<file path="src/rtl/life_pkg.sv">
// rtl/life_pkg.sv - shared types and constants for the Life sequencer
package life_pkg;

    typedef enum logic [1:0] {
        IDLE = 2'd0,
        CALC = 2'd1,
        DONE = 2'd2
    } state_t;

    localparam int GEN_W = 8;

    function automatic int cells(input int x, input int y);
        return x * y;
    endfunction

endpackage

</file>
<file path="src/rtl/life_seq_if.sv">
// rtl/life_seq_if.sv - key inputs and datapath control outputs of the Life sequencer
interface life_seq_if
    import life_pkg::*;
#(
    parameter int CW = 6
);

    logic             key_run;
    logic             key_step;
    logic [CW-1:0]    cnt;
    logic             nxt_bit;
    logic             busy;
    logic             running;
    logic             edit_en;
    logic             gen_done;
    logic [GEN_W-1:0] gen_count;

    modport master (
        input  key_run, key_step,
        output cnt, nxt_bit, busy, running, edit_en, gen_done, gen_count
    );

    modport slave (
        output key_run, key_step,
        input  cnt, nxt_bit, busy, running, edit_en, gen_done, gen_count
    );

endinterface

</file>
<file path="src/rtl/life_gen_timer.sv">
// rtl/life_gen_timer.sv - generation-rate prescaler with registered wrap pulse
module life_gen_timer #(
    parameter int GEN_DIV = 16,
    parameter int LOG2DIV = 4
) (
    input  logic clk,
    input  logic reset,
    input  logic enable,
    input  logic clear,
    output logic wrap
);

    localparam logic [LOG2DIV-1:0] LAST = LOG2DIV'(GEN_DIV - 1);

    logic [LOG2DIV-1:0] count;

    // The counter holds during the wrap cycle, so a full GEN_DIV idle cycles
    // precede every start in addition to the start cycle itself.
    always_ff @(posedge clk) begin
        if (reset || clear) begin
            count <= '0;
            wrap  <= 1'b0;
        end else begin
            wrap <= enable && !wrap && (count == LAST);
            if (enable && !wrap) begin
                count <= (count == LAST) ? '0 : count + LOG2DIV'(1);
            end
        end
    end

endmodule

</file>
<file path="src/rtl/life_seq.sv">
// rtl/life_seq.sv - run/step/rate sequencer driving the Life cell datapath
module life_seq
    import life_pkg::*;
#(
    parameter int X       = 8,
    parameter int Y       = 8,
    parameter int LOG2X   = 3,
    parameter int LOG2Y   = 3,
    parameter int GEN_DIV = 16,
    parameter int LOG2DIV = 4
) (
    input  logic       clk,
    input  logic       reset,
    life_seq_if.master bus
);

    localparam int            CW        = LOG2X + LOG2Y;
    localparam int            CELLS     = cells(X, Y);
    localparam logic [CW-1:0] LAST_CELL = CW'(CELLS - 1);

    state_t           state, state_d;
    logic [CW-1:0]    cnt_d;
    logic             nxt_d;
    logic             done_d;
    logic [GEN_W-1:0] gen_count_d;
    logic             wrap;
    logic             start;
    logic             last_cell;

    life_gen_timer #(
        .GEN_DIV (GEN_DIV),
        .LOG2DIV (LOG2DIV)
    ) u_timer (
        .clk    (clk),
        .reset  (reset),
        .enable (state == IDLE && bus.running),
        .clear  (bus.key_run),
        .wrap   (wrap)
    );

    // Explicit compare so non-power-of-two boards wrap correctly.
    assign last_cell = (bus.cnt == LAST_CELL);
    assign start     = (state == IDLE) &&
                       (wrap || (bus.key_step && !bus.running && !bus.key_run));

    always_ff @(posedge clk) begin
        if (reset) begin
            state         <= IDLE;
            bus.cnt       <= '0;
            bus.nxt_bit   <= 1'b0;
            bus.gen_done  <= 1'b0;
            bus.gen_count <= '0;
            bus.running   <= 1'b0;
        end else begin
            state         <= state_d;
            bus.cnt       <= cnt_d;
            bus.nxt_bit   <= nxt_d;
            bus.gen_done  <= done_d;
            bus.gen_count <= gen_count_d;
            if (bus.key_run) begin
                bus.running <= !bus.running;
            end
        end
    end

    always_comb begin
        state_d = state;
        case (state)
            IDLE:    if (start) state_d = CALC;
            CALC:    if (last_cell) state_d = DONE;
            DONE:    state_d = IDLE;
            default: state_d = IDLE;
        endcase
    end

    // Next values of the registered outputs; gen_count steps on entry to DONE
    // so it is already updated while gen_done is high.
    always_comb begin
        cnt_d       = '0;
        nxt_d       = 1'b0;
        done_d      = 1'b0;
        gen_count_d = bus.gen_count;
        case (state)
            IDLE: nxt_d = start;
            CALC: begin
                if (last_cell) begin
                    done_d      = 1'b1;
                    gen_count_d = bus.gen_count + GEN_W'(1);
                end else begin
                    cnt_d = bus.cnt + CW'(1);
                    nxt_d = 1'b1;
                end
            end
            default: ;
        endcase
    end

    assign bus.busy    = (state != IDLE);
    assign bus.edit_en = (state == IDLE) && !bus.running;

endmodule

</file>
<file path="src/flat_wrapper.sv">
// flat-port wrapper written by rule: the top's interface ports become plain ports
module life_seq_flat import life_pkg::*;
#(
    parameter int X       = 8,
    parameter int Y       = 8,
    parameter int LOG2X   = 3,
    parameter int LOG2Y   = 3,
    parameter int GEN_DIV = 16,
    parameter int LOG2DIV = 4
)
  (clk, reset, bus_key_run, bus_key_step, bus_cnt, bus_nxt_bit, bus_busy, bus_running, bus_edit_en, bus_gen_done, bus_gen_count);
  life_seq_if #(.CW(6)) bus_i ();
  input  logic clk;
  input  logic reset;
  input wire logic [$bits(bus_i.key_run)-1:0] bus_key_run;
  input wire logic [$bits(bus_i.key_step)-1:0] bus_key_step;
  output wire logic [$bits(bus_i.cnt)-1:0] bus_cnt;
  output wire logic [$bits(bus_i.nxt_bit)-1:0] bus_nxt_bit;
  output wire logic [$bits(bus_i.busy)-1:0] bus_busy;
  output wire logic [$bits(bus_i.running)-1:0] bus_running;
  output wire logic [$bits(bus_i.edit_en)-1:0] bus_edit_en;
  output wire logic [$bits(bus_i.gen_done)-1:0] bus_gen_done;
  output wire logic [$bits(bus_i.gen_count)-1:0] bus_gen_count;
  assign bus_i.key_run = bus_key_run;
  assign bus_i.key_step = bus_key_step;
  assign bus_cnt = bus_i.cnt;
  assign bus_nxt_bit = bus_i.nxt_bit;
  assign bus_busy = bus_i.busy;
  assign bus_running = bus_i.running;
  assign bus_edit_en = bus_i.edit_en;
  assign bus_gen_done = bus_i.gen_done;
  assign bus_gen_count = bus_i.gen_count;
  life_seq #(.X(X), .Y(Y), .LOG2X(LOG2X), .LOG2Y(LOG2Y), .GEN_DIV(GEN_DIV), .LOG2DIV(LOG2DIV)) u_core (.clk(clk), .reset(reset), .bus(bus_i));
endmodule
</file>
<file path="config.mk">
export PLATFORM = sky130hd
export DESIGN_NAME = life_seq_flat
export DESIGN_NICKNAME = d
export VERILOG_FILES = /design/src/rtl/life_pkg.sv /design/src/rtl/life_seq_if.sv /design/src/rtl/life_gen_timer.sv /design/src/rtl/life_seq.sv /design/src/flat_wrapper.sv
export SDC_FILE = /design/constraint.sdc
export NUM_CORES = 1
export LEC_CHECK = 0
export ABC_AREA = 1
export CAP_MARGIN = 40
export CORE_ASPECT_RATIO = 1.1
export CORE_MARGIN = 3
export CORE_UTILIZATION = 45
export DETAILED_ROUTE_END_ITERATION = 10
export PLACE_DENSITY = 0.78
export SETUP_SLACK_MARGIN = 0.1
export SLEW_MARGIN = 20
export SYNTH_ARGS = -nofsm -noshare
export SYNTH_HDL_FRONTEND = slang
export SYNTH_HIERARCHICAL = 1
export SYNTH_SLANG_ARGS = --single-unit
</file>
<file path="constraint.sdc">
create_clock -name clk -period 2.1 [get_ports clk]
set_input_delay 0.21 -clock clk [delete_from_list [all_inputs] [get_ports clk]]
set_output_delay 0.21 -clock clk [all_outputs]
set_load 0.01 [all_outputs]
</file>
==> implementation parameters <==
Parameter                              Value

Floorplanning
  Top-Level Pins ... 23
  DIE HEIGHT ... 57.1 um
  Die area ... 2990 um2
  Placeable core region ... 2130 um2
  Initial Util ... 50.2%
  Die W ... 52.4 um
  FP Rows ... 17

Timing
  Part of the cycle the worst path needs ... 81.5%
  Final Max Slew Viols ... 0
  Time the worst path needs with I/O delays and setup ... 1.71 ns
  Transition time at the pin with the least slew margin ... 0.413 ns
  Maximum clock rate ... 584 MHz
  Setup-failing EPs final ... 0
  Tightest slew margin relative to the limit ... 72.3%
  RSZ-0062 raised after global routing ... false
  Total negative slack for setup checks ... 0 ns
  Worst-case clock skew ... 0.00114 ns
  Final hold viol count ... 0

Critical path
  Sort of element at the end of the critical path ... output pin
  Cell-by-cell listing of the critical path ... nor2_1, inv_1, nor2_1, clkdlybuf4s50_1
  Cell type group with the largest total delay on the critical path ... buffers and inverters
  Cell depth of the worst flop-to-flop path ... 6
  Worst-path maximum fanout ... 3
  Capture instance of the worst register-to-register path ... u_core/bus.gen_count[5]$_SDFFE_PP0P_
  Type of the setup path with the least slack ... reg -> out
  Worst R2R Start ... u_core/bus.cnt[0]$_SDFF_PP0_
  Worst reg-to-reg setup slack ... 0.65 ns
  Required time at the worst-slack endpoint ... 1.89 ns
  Slowest cell delay on critical path ... 0.54 ns
  Slowest cell on crit path ... sky130_fd_sc_hd__clkdlybuf4s50_1
  Arrival @ worst endpoint ... 1.50 ns
  Buf+Inv Stages, Crit Path ... 2
  Nature of the critical path startpoint ... register
  Crit path top cell by count ... sky130_fd_sc_hd__nor2_1

Pwr
  Power per standard cell area ... 541 nW/um2
  Leakage dissipation ... 0.531 nW
  Pint ... 0.560 mW
  Register share of total power ... 64.6%
  Switching power total ... 0.165 mW
  Total Power Consumption ... 0.725 mW
  Combinational Power Share ... 9.2%
  Sw Ratio ... 22.8%
  Worst-case vdd ir drop ... 0.369 mV
  Clock power frac ... 26.2%

Min path
  Origin of the worst min-delay path ... u_core/bus.cnt[0]$_SDFF_PP0_
  Hold/Removal Path Class ... reg -> reg
  Hold path cells ... 1
  Hold endpoint ... u_core/bus.cnt[0]$_SDFF_PP0_

Drt
  Antenna-violating nets left ... 0
  Via count ... 947
  Number of iterations in the first detailed-routing pass ... 4
  DRC violations left ... 0
  Average via count per standard cell ... 4.83
  Iter 0 DRT Violations ... 20
  Total wire length ... 2120 um
  Detailed-route wire length per cell ... 10.8 um

Finish
  Layout cells sized above 1 ... 8.33%
  Register area ... 480 um2
  Number of fillers in the final layout ... 198
  Most frequent cells in the layout ... sky130_fd_sc_hd__nor2_1 (30), sky130_fd_sc_hd__nand2_1 (30), sky130_fd_sc_hd__dfxtp_1 (24)
  Number of nets in the finished design ... 177
  Synth-to-Final Area Change ... 25.7%
  # diodes ... 0
  Area used by multi-input combinational logic ... 523 um2

Clocking
  # Post-CTS Setup Buffers ... 0
  TritonCTS clock tree ... done
  Clock Root Buffer ... sky130_fd_sc_hd__clkbuf_4
  Clock buffer count from CTS ... 3
  Maximum clock path buffer count ... 2
  Count of hold buffers inserted by post-cts repair ... 0
  PostCTS Resize Cnt ... 0
  Maximum level of the CTS H-tree ... 1
  Clk sinks ... 24
  Clock Latency Late Sink ... 0.30 ns
  Clock slew at reported path FFs ... 0.12 ns

Placement
  Number of buffer cells added on primary ports ... 22
  DP Wirelength ... 1650 um
  Routability congestion estimate ... 0.760

Logic synthesis
  Post-Syn Area per Cell ... 7.41 um2
  Post-synthesis cell type count ... 23
  Synthesized instance count ... 144
  Warning count from the yosys run ... 6
  Register bit total from synthesis ... 24
  Share of synthesized area occupied by flip-flops and latches ... 45.0%
  Cell area after synthesis ... 1070 um2
  Post-synth net total ... 151

Global routing
  Pin count of the biggest net entering global routing ... 13
  Initial antenna violation count ... 0
  Global-route wire length before repair ... 3620 um
  M2 GR Usage ... 27.5%
  Global Route met1 Usage ... 18.8%
  Number of global-route vias before repair ... 899
  Tot GR Track Use ... 15.7%
  Most Crowded Layer GR ... met2
  Overflow left after global routing ... 0
  Met3 Usage GRT ... 2.35%

Outcome
  Run status ... completed

Run
  Max cap viols ... 0
power groups by stage:
stage               Combinational, mW  Clock, mW  Sequential [mW]
floorplan                      0.0357          0            0.480
global placement               0.0652          0            0.479
detailed placement             0.0667          0            0.479
CTS                            0.0673      0.197            0.469
global route                   0.0745      0.218            0.470
finish                         0.0667      0.190            0.469
through the flow:
stage          instance area, um2  cells  hold WS [ns]  utilization [%]  setup WS [ns]
3_5_place_dp                 1320    193         0.480             62.0          0.559
6_report                     1340    196         0.504             63.1          0.388
5_1_grt                      1340    196         0.529             63.1          0.289
2_1_floorplan                1070    144         0.279                -          0.761
3_3_place_gp                 1320    193         0.460             62.0          0.605
4_1_cts                      1340    196         0.509             63.1          0.358
per-layer routing:
layer / wire (um) / vias to the layer above
li1: - / 500
met3: 92 / 2
met4: 14 / 0
met1: 961 / 424
met2: 1050 / 21
met5: 0 / -
flip-flops by register name, indices dropped and copies added (netlist names):
signal                cells
u_core/bus.gen_count      8
u_core/bus.running        1
u_core/u_timer/count      4
u_core/u_timer/wrap       1
u_core/bus.cnt            6
u_core/bus.nxt_bit        1
u_core/bus.gen_done       1
u_core/state              2
cells in the mapped netlist:
master	number	area (um2)
sky130_fd_sc_hd__nand3_1	8	40.0
sky130_fd_sc_hd__nor2_1	30	113
sky130_fd_sc_hd__nand2_1	30	113
sky130_fd_sc_hd__inv_2	1	3.75
sky130_fd_sc_hd__or2_2	1	6.26
sky130_fd_sc_hd__inv_1	15	56.3
sky130_fd_sc_hd__xnor2_1	1	8.76
sky130_fd_sc_hd__nor2_4	1	11.3
sky130_fd_sc_hd__o21ai_0	4	20.0
sky130_fd_sc_hd__a21oi_1	10	50.1
sky130_fd_sc_hd__o21bai_1	1	7.51
sky130_fd_sc_hd__clkbuf_1	1	3.75
sky130_fd_sc_hd__nor3_2	1	10.0
sky130_fd_sc_hd__nand4_2	1	12.5
sky130_fd_sc_hd__nand3_2	1	10.0
sky130_fd_sc_hd__nor3_1	2	10.0
sky130_fd_sc_hd__nand2_2	3	18.8
sky130_fd_sc_hd__nand4_1	1	6.26
sky130_fd_sc_hd__ha_1	3	37.5
sky130_fd_sc_hd__nor2_2	1	6.26
sky130_fd_sc_hd__nor3_4	1	16.3
sky130_fd_sc_hd__dfxtp_1	24	480
sky130_fd_sc_hd__xor2_1	3	26.3
area by class of cell:
class	count	area share, %
Clock buffer	3	1.68
Tap cell	28	2.61
Multi-Input combinational cell	103	39.0
Timing Repair Buffer	22	16.4
Inverter	16	4.48
Sequential cell	24	35.8
cells by family after synthesis:
family,count (synthesis),synth area share [%]
simple gates,81,34.9
flops,24,45.0
buf+inv,17,5.98
compound gates,15,7.27
xor+xnor,4,3.28
fa+ha+maj,3,3.52
worst max path at each step:
stage	start	endpoint	slack, ns	cells after the start
final	u_core/state[0]$_SDFFE_PP0P_	bus_edit_en	0.39	4
after global routing	u_core/state[0]$_SDFFE_PP0P_	bus_edit_en	0.29	4
after CTS	u_core/state[0]$_SDFFE_PP0P_	bus_edit_en	0.36	4
after detailed placement	reset	u_core/bus.nxt_bit$_SDFF_PP0_	0.56	4
after global placement	reset	u_core/bus.nxt_bit$_SDFF_PP0_	0.60	4
after floorplan	u_core/bus.cnt[0]$_SDFF_PP0_	u_core/bus.gen_count[5]$_SDFFE_PP0P_	0.76	6
Note: power is estimated with default switching activity, not from simulation.
